File: config.mk
export PLATFORM = sky130hd
export DESIGN_NAME = router_b_pipe
export DESIGN_NICKNAME = d
export VERILOG_FILES = /design/src/rtl/router_b_pipe_pkg.sv /design/src/rtl/router_skid.sv /design/src/rtl/router_b_pipe.sv
export SDC_FILE = /design/constraint.sdc
export NUM_CORES = 1
export LEC_CHECK = 0
export ABC_CLOCK_PERIOD_IN_PS = 13310
export BUFFER_PORTS_ARGS = -buffer_cell sky130_fd_sc_hd__buf_2
export CAP_MARGIN = 5
export CORE_MARGIN = 5
export CORE_UTILIZATION = 55
export DETAILED_ROUTE_END_ITERATION = 8
export PLACE_DENSITY = 0.87
export RECOVER_POWER = 50
export SKIP_CTS_REPAIR_TIMING = 1
export SLEW_MARGIN = 20
export SYNTH_ARGS = -nofsm -noshare
export SYNTH_HDL_FRONTEND = slang
export SYNTH_SLANG_ARGS = --single-unit
File: constraint.sdc
create_clock -name clk -period 13.31 [get_ports clk]
set_input_delay 1.331 -clock clk [delete_from_list [all_inputs] [get_ports clk]]
set_output_delay 1.331 -clock clk [all_outputs]
set_load 0.03 [all_outputs]
File: src/rtl/router_b_pipe_pkg.sv
// Shared selection encodings for the operand router.
package router_b_pipe_pkg;

  // R/S select codes above the source range, as offsets from NSRC
  localparam int SEL_ZERO_OFS = 0;
  localparam int SEL_ONES_OFS = 1;

  // Immediate select codes
  localparam logic [1:0] SELI_ZERO = 2'd0;
  localparam logic [1:0] SELI_ONE  = 2'd1;
  localparam logic [1:0] SELI_ONES = 2'd2;
  localparam logic [1:0] SELI_IMM  = 2'd3;

endpackage

File: src/rtl/router_skid.sv
// Generic 2-entry valid/ready skid buffer: an output register plus one skid register.
// in_ready depends only on stored state, so out_ready never reaches it combinationally.
module router_skid #(
  parameter int DW = 8
) (
  input  logic          clk,
  input  logic          rst,
  input  logic          in_valid,
  output logic          in_ready,
  input  logic [DW-1:0] in_data,
  output logic          out_valid,
  input  logic          out_ready,
  output logic [DW-1:0] out_data
);

  logic          skid_valid;
  logic [DW-1:0] skid_data;
  logic          in_fire;
  logic          out_fire;

  assign in_ready = !skid_valid;
  assign in_fire  = in_valid && in_ready;
  assign out_fire = out_valid && out_ready;

  // Move payloads through out reg / skid reg, preserving arrival order
  always_ff @(posedge clk or posedge rst) begin
    if (rst) begin
      out_valid  <= 1'b0;
      out_data   <= '0;
      skid_valid <= 1'b0;
      skid_data  <= '0;
    end else if (skid_valid) begin
      // No capture is possible here since in_ready is low
      if (out_fire) begin
        out_data   <= skid_data;
        skid_valid <= 1'b0;
      end
    end else if (in_fire) begin
      if (!out_valid || out_ready) begin
        out_data  <= in_data;
        out_valid <= 1'b1;
      end else begin
        skid_data  <= in_data;
        skid_valid <= 1'b1;
      end
    end else if (out_fire) begin
      out_valid <= 1'b0;
    end
  end

endmodule

File: src/rtl/router_b_pipe.sv
// Registered operand router: selects R/S/I operands for the arithmetic core from a
// source bus, with optional inversion, a loadable immediate and a skid-buffered output.
module router_b_pipe
  import router_b_pipe_pkg::*;
#(
  parameter int W    = 24,
  parameter int NSRC = 4,
  parameter int SELW = $clog2(NSRC + 2)
) (
  input  logic              clk,
  input  logic              rst,
  input  logic              in_valid,
  output logic              in_ready,
  input  logic [NSRC*W-1:0] src_bus,
  input  logic [SELW-1:0]   sel_R,
  input  logic [SELW-1:0]   sel_S,
  input  logic              inv_R,
  input  logic              inv_S,
  input  logic [1:0]        sel_I,
  input  logic              imm_we,
  input  logic [W-1:0]      imm_data,
  output logic              out_valid,
  input  logic              out_ready,
  output logic [W-1:0]      R,
  output logic [W-1:0]      S,
  output logic [W-1:0]      I,
  output logic              msb_R,
  output logic              msb_S
);

  logic [W-1:0]   imm_reg;
  logic [W-1:0]   r_sel;
  logic [W-1:0]   s_sel;
  logic [W-1:0]   i_sel;
  logic [3*W-1:0] payload;
  logic [3*W-1:0] out_data;

  // Immediate register; a same-edge capture still sees the old value
  always_ff @(posedge clk or posedge rst) begin
    if (rst) imm_reg <= '0;
    else if (imm_we) imm_reg <= imm_data;
  end

  // Source selection for R and S; unlisted codes fall through to zero
  always_comb begin
    r_sel = '0;
    s_sel = '0;
    for (int k = 0; k < NSRC; k++) begin
      if (sel_R == SELW'(k)) r_sel = src_bus[k*W +: W];
      if (sel_S == SELW'(k)) s_sel = src_bus[k*W +: W];
    end
    if (sel_R == SELW'(NSRC + SEL_ONES_OFS)) r_sel = '1;
    if (sel_S == SELW'(NSRC + SEL_ONES_OFS)) s_sel = '1;
  end

  // Immediate selection
  always_comb begin
    unique case (sel_I)
      SELI_ZERO: i_sel = '0;
      SELI_ONE:  i_sel = W'(1);
      SELI_ONES: i_sel = '1;
      default:   i_sel = imm_reg;
    endcase
  end

  // Inversion applies after selection
  assign payload = {(inv_R ? ~r_sel : r_sel), (inv_S ? ~s_sel : s_sel), i_sel};

  router_skid #(.DW(3 * W)) u_skid (
    .clk       (clk),
    .rst       (rst),
    .in_valid  (in_valid),
    .in_ready  (in_ready),
    .in_data   (payload),
    .out_valid (out_valid),
    .out_ready (out_ready),
    .out_data  (out_data)
  );

  assign {R, S, I} = out_data;
  assign msb_R     = R[W-1];
  assign msb_S     = S[W-1];

endmodule

# Word level (Yosys, flattened, before mapping)
# Cells that the tools add are included.
[op_classes] eq_ne=12 muxes=24 n_bitwise=4 n_reduce_logical=14
[op_table] op="$mux W24" n=12
[op_table] op="$mux W72" n=4
[op_table] op="$pmux W24 S3" n=1
[op_table] op="$not A24 Y24" n=2
[op_table] op="$eq A3 B2 Y1 const B" n=4
[op_table] op="$reduce_and A3 Y1" n=3
[op_table] op="$mux W1" n=7
[op_table] op="$eq A3 B1 Y1 const B" n=2
[op_table] op="$eq A3 B3 Y1 const B" n=2
[op_table] op="$logic_not A3 Y1" n=2
[op_table] op="$reduce_bool A2 Y1" n=3
[op_table] op="$ne A2 B2 Y1 const B" n=2
[op_table] op="$eq A2 B1 Y1 const B" n=1
[op_table] op="$eq A2 B2 Y1 const B" n=1
[op_table] op="$logic_and A1 B1 Y1" n=2
[op_table] op="$logic_not A1 Y1" n=2
[op_table] op="$logic_not A2 Y1" n=1
[op_table] op="$not A1 Y1" n=2
[op_table] op="$logic_or A1 B1 Y1" n=1
[totals] ff_bits=170 inputBits=135 out_inout_bits=76 wordCells=59

# Logic depth before layout (Yosys ltp)
[depth] ltp_word=11 depth_mapped=7 mapped_depth_nobuf=6

# Cells and area by module
# A second synthesis with hierarchy kept.
[hier_totals] hier_cells=881 hier_area_um2=10377.5
[by_module_without_submodules] module="router_skid" instances=1 cells_per_inst=396 area_each_um2=6287.3 seq_area_each_um2=3653.5
[by_module_without_submodules] module="router_b_pipe" instances=1 cells_per_inst=485 area_each_um2=4090.2 seq_area_each_um2=600.6

# Worst setup path after synthesis
# Ideal clock, no wire load.
[synth_path] path_type="input to register" from="input sel_R[0]" to="register u_skid.skid_data[62]" setup_time_ns=0.126 t_arrival_ns=2.483 required_time_ns=13.184 slack_ns=10.701 cell_stages=5 n_path_buf=1 path_cell_list="buf_2 > mux2_2 > a32oi_1 > nand2_1 > a221o_1"
[synth_between] elab_chain_cells=8 word_cells_on_any_way=12 cone_classes="eq/ne: 4; mux: 6; bitwise: 1; reduce/logical: 1"
[synth_rtl] item="start, declared" line="router_b_pipe.sv:15" rtl="input logic [SELW-1:0] sel_R,"
[synth_rtl] item="$logic_not A3 Y1" line="router_b_pipe.sv:49" rtl="if (sel_R == SELW'(k)) r_sel = src_bus[k*W +: W];"
[synth_rtl] item="$mux W24 (4 in a row)" line="router_b_pipe.sv:49"
[synth_rtl] item="$mux W24 (*)" line="router_b_pipe.sv:52" rtl="if (sel_R == SELW'(NSRC + SEL_ONES_OFS)) r_sel = '1;"
[synth_rtl] item="$not A24 Y24" line="router_b_pipe.sv:67" rtl="assign payload = {(inv_R ? ~r_sel : r_sel), (inv_S ? ~s_sel : s_sel), i_sel};"
[synth_rtl] item="$mux W24 (*)" line="router_b_pipe.sv:67"
[synth_rtl] item="end signal, assigned" line="router_skid.sv:43" rtl="skid_data <= in_data;"
[synth_rtl] item="end, declared" line="router_skid.sv:17" rtl="logic [DW-1:0] skid_data;"
# Every way passes the cells marked *; elsewhere a longest branch is shown, timed or not.
# A chain may end at the register's enable or synchronous reset.

# Final worst setup path
[layout_path] from="register u_skid.skid_valid" to="register u_skid.out_data[26]"
[layout_between] elab_chain_cells=4 word_cells_on_any_way=7 cone_classes="eq/ne: 1; mux: 1; reduce/logical: 5"
[layout_rtl] item="start, declared" line="router_skid.sv:16" rtl="logic skid_valid;"
[layout_rtl] item="start signal, assigned" line="router_skid.sv:30" rtl="skid_valid <= 1'b0;"
[layout_rtl] item="start signal, assigned" line="router_skid.sv:36" rtl="skid_valid <= 1'b0;"
[layout_rtl] item="start signal, assigned" line="router_skid.sv:44" rtl="skid_valid <= 1'b1;"
[layout_rtl] item="$logic_not A1 Y1" line="router_skid.sv:21" rtl="assign in_ready = !skid_valid;"
[layout_rtl] item="$logic_and A1 B1 Y1" line="router_skid.sv:22" rtl="assign in_fire = in_valid && in_ready;"
[layout_rtl] item="$reduce_bool A2 Y1 (no source line)"
[layout_rtl] item="$reduce_and A3 Y1 (no source line)"
[layout_rtl] item="end signal, assigned" line="router_skid.sv:35" rtl="out_data <= skid_data;"
[layout_rtl] item="end signal, assigned" line="router_skid.sv:40" rtl="out_data <= in_data;"
[layout_rtl] item="end, declared" line="router_skid.sv:13" rtl="output logic [DW-1:0] out_data"
# Several ways; a longest one is shown, not always the timed one.

==> summary.txt <==
hold_sp -> u_skid.skid_data[3]
clock root buffer -> clkbuf_16
Synth area leader -> dfrtp_1
final setup fails -> 0
first-pass GRT wire length -> 59300 um
area delta synth->final -> 12.0%
endpoints failing hold -> 0
PortBufs -> 210
Total Nets Final -> 1487
Fillers -> 1720
row cnt -> 52
Setup CP Type -> register to register
Final Slew Violations -> 273
maximum root-to-sink buffer count -> 2
number of flops mapped to enable cells by yosys -> 0
outcome -> complete, but fails checks
DRT Pass-1 Iters -> 6
Total GRT Usage -> 30.9%
VDD IR max -> 0.0926 mV
Synth top area share -> 37.6%
R2R Path End -> u_skid.out_data[26]
routability cong. -> 0.951
CP startpoint kind -> register
grt ovf -> 0
worst path cell trace -> clkbuf_1 > nand3_1 > o22ai_1 > o211ai_1 > o2111a_1
fmax -> 0.151 GHz
Die Span X -> 153 um
HPWL after DPL -> 24700 um
Netlist cell types -> 48
I/O pins -> 211
vias in the first global route -> 11000
Clock Sinks -> 170
most frequent cells after synthesis -> dfrtp_1, nand2_1, o21ai_0, clkbuf_1, mux2_2
relative slew slack -> -212%
PwrDens -> 200 nW/um^2
largest cells by area after synthesis -> dfrtp_1, mux2_2, nand2_1
DRC Markers -> 0
CTS buffer count -> 17
Netlist Area Pre-Place -> 11300 um^2
post-layout power -> 2.54 mW
Max-Cap Viols -> 4
die area -> 23600 um^2
FF-to-FF setup slack -> 6.71 ns
ANT nets after route -> 0
synthesized instance count -> 1239
Initial DRC Count -> 1308
Die H -> 153 um
via count -> 11500
Yosys warning count -> 0
Worst setup EP type -> register
Hold Path Class -> register to register
Least-Margin Pin Slew -> 4.68 ns
largest net degree at the start of global routing -> 99
failing checks -> max-capacitance violations, max-slew violations
Max FO, Critical Path -> 64
top-count cell post-synth -> dfrtp_1
r2r worst-path depth -> 5
CP max stage cell -> clkbuf_1
Seq cells post-synth -> 170
layout cell share with drive strength beyond 1 -> 19.5%
Core Region -> 20200 um^2
htree depth -> 4
DR WL/cell -> 23.4 um
Crit Reg-Reg Startpoint -> u_skid.skid_valid
initial antenna violation count -> 2
RSZ-0062 raised after global routing -> no
Worst Skew -> 0.00681 ns
Clock transition at path regs -> 0.07 ns
Initial Util -> 56.0%
drt via density -> 7.05
Min-Delay Endpoint -> u_skid.skid_data[3]
syn_area_per_cell -> 9.14 um^2
Seq/Total Area, Yosys -> 37.6%
syn nets -> 1376
Worst Path Required -> 13.62 ns
Leak -> 5.45 nW
Crit path largest cell delay -> 2.50 ns
Final period util -> 49.6%
Hold Path Stages -> 2
fin crit period -> 6.60 ns
Async SR Flop Fraction -> 100%
Clock Latency Late Sink -> 0.43 ns
crit path DAT -> 6.91 ns
WL final -> 38100 um
Setup TNS -> 0 ns
ys flop type -> dfrtp_1
CTS tree -> built
power by group:
group / switching, mW / internal, mW / leakage (nW)
Clock: 0.219 / 0.263 / 0.269
Sequential: 0.184 / 0.729 / 2.10
Combinational: 0.737 / 0.405 / 3.09
Total: 1.14 / 1.40 / 5.45
final cells by class:
class / count / area [um^2] / area share, %
Antenna cell: 1 / 2.50 / 0.0197
Clock buffer: 18 / 439 / 3.46
Clock inverter: 13 / 120 / 0.947
Inverter: 4 / 16.3 / 0.128
Multi-Input combinational cell: 928 / 6430 / 50.7
Sequential cell: 170 / 4250 / 33.5
Tap cell: 270 / 338 / 2.66
Timing Repair Buffer: 229 / 1090 / 8.57
cells in the final DEF (no fill, tap or decap), types with 27 or more instances in the layout:
cell	count
nand2_1	158
a22oi_1	27
a22o_1	27
a21oi_1	33
buf_2	134
and3b_1	56
o21ai_0	107
o22ai_1	63
clkbuf_1	79
mux2_2	73
a221o_1	38
nand3_1	62
dfrtp_1	170
worst max-delay path: cells and delay by family (launching register included):
| family | cells | cell delay [ns] |
|---|---|---|
| buffers and inverters | 1 | 2.50 |
| AND/OR/NAND/NOR | 1 | 1.87 |
| flip-flops | 1 | 1.11 |
| AO/OA/AOI/OAI | 3 | 0.98 |
metrics by stage:
| stage | util (%) | hold WS, ns | setup slack [ns] | instances | instance area [um^2] |
|---|---|---|---|---|---|
| after detailed placement | 60.5 | 0.471 | 9.66 | 1601 | 12300 |
| after global placement | 60.5 | 0.462 | 9.76 | 1601 | 12300 |
| final | 62.7 | 0.482 | 6.71 | 1633 | 12700 |
| after floorplan | - | 0.450 | 7.38 | 1239 | 11300 |
| after CTS | 63.3 | 0.485 | 9.71 | 1632 | 12800 |
| after global routing | 62.7 | 0.505 | 6.40 | 1632 | 12700 |
cell families (layout without fill, tap and decap cells):
| group | count (synthesis) | count (layout) | share of synthesized area, % |
|---|---|---|---|
| buffers and inverters | 141 | 264 | 5.73 |
| adder cells (fa/ha/maj) | 2 | 2 | 0.221 |
| multiplexers | 96 | 96 | 9.31 |
| AO/OA/AOI/OAI | 461 | 461 | 29.0 |
| flip-flops | 170 | 170 | 37.6 |
| AND/OR/NAND/NOR | 369 | 369 | 18.1 |
| other | 0 | 1 | 0 |
worst max-delay path by stage:
stage | startpoint | to | slack (ns) | cells past startpoint
after floorplan | rst | imm_reg[0] | 7.38 | 1
after global placement | out_ready | u_skid.skid_data[61] | 9.76 | 6
after detailed placement | out_ready | u_skid.skid_data[70] | 9.66 | 6
after CTS | u_skid.skid_valid | u_skid.out_data[59] | 9.71 | 6
after global routing | u_skid.skid_valid | u_skid.out_data[30] | 6.40 | 5
final | u_skid.skid_valid | u_skid.out_data[26] | 6.71 | 5
metal layers:
metal / track usage [%] / vias to the layer above / wire [um]
li1: - / 5018 / -
met1: 41.0 / 5412 / 14300
met2: 46.5 / 936 / 16700
met3: 8.96 / 142 / 5150
met4: 15.0 / 4 / 1960
met5: 0 / - / 27
(Power assumes the default switching activity.)
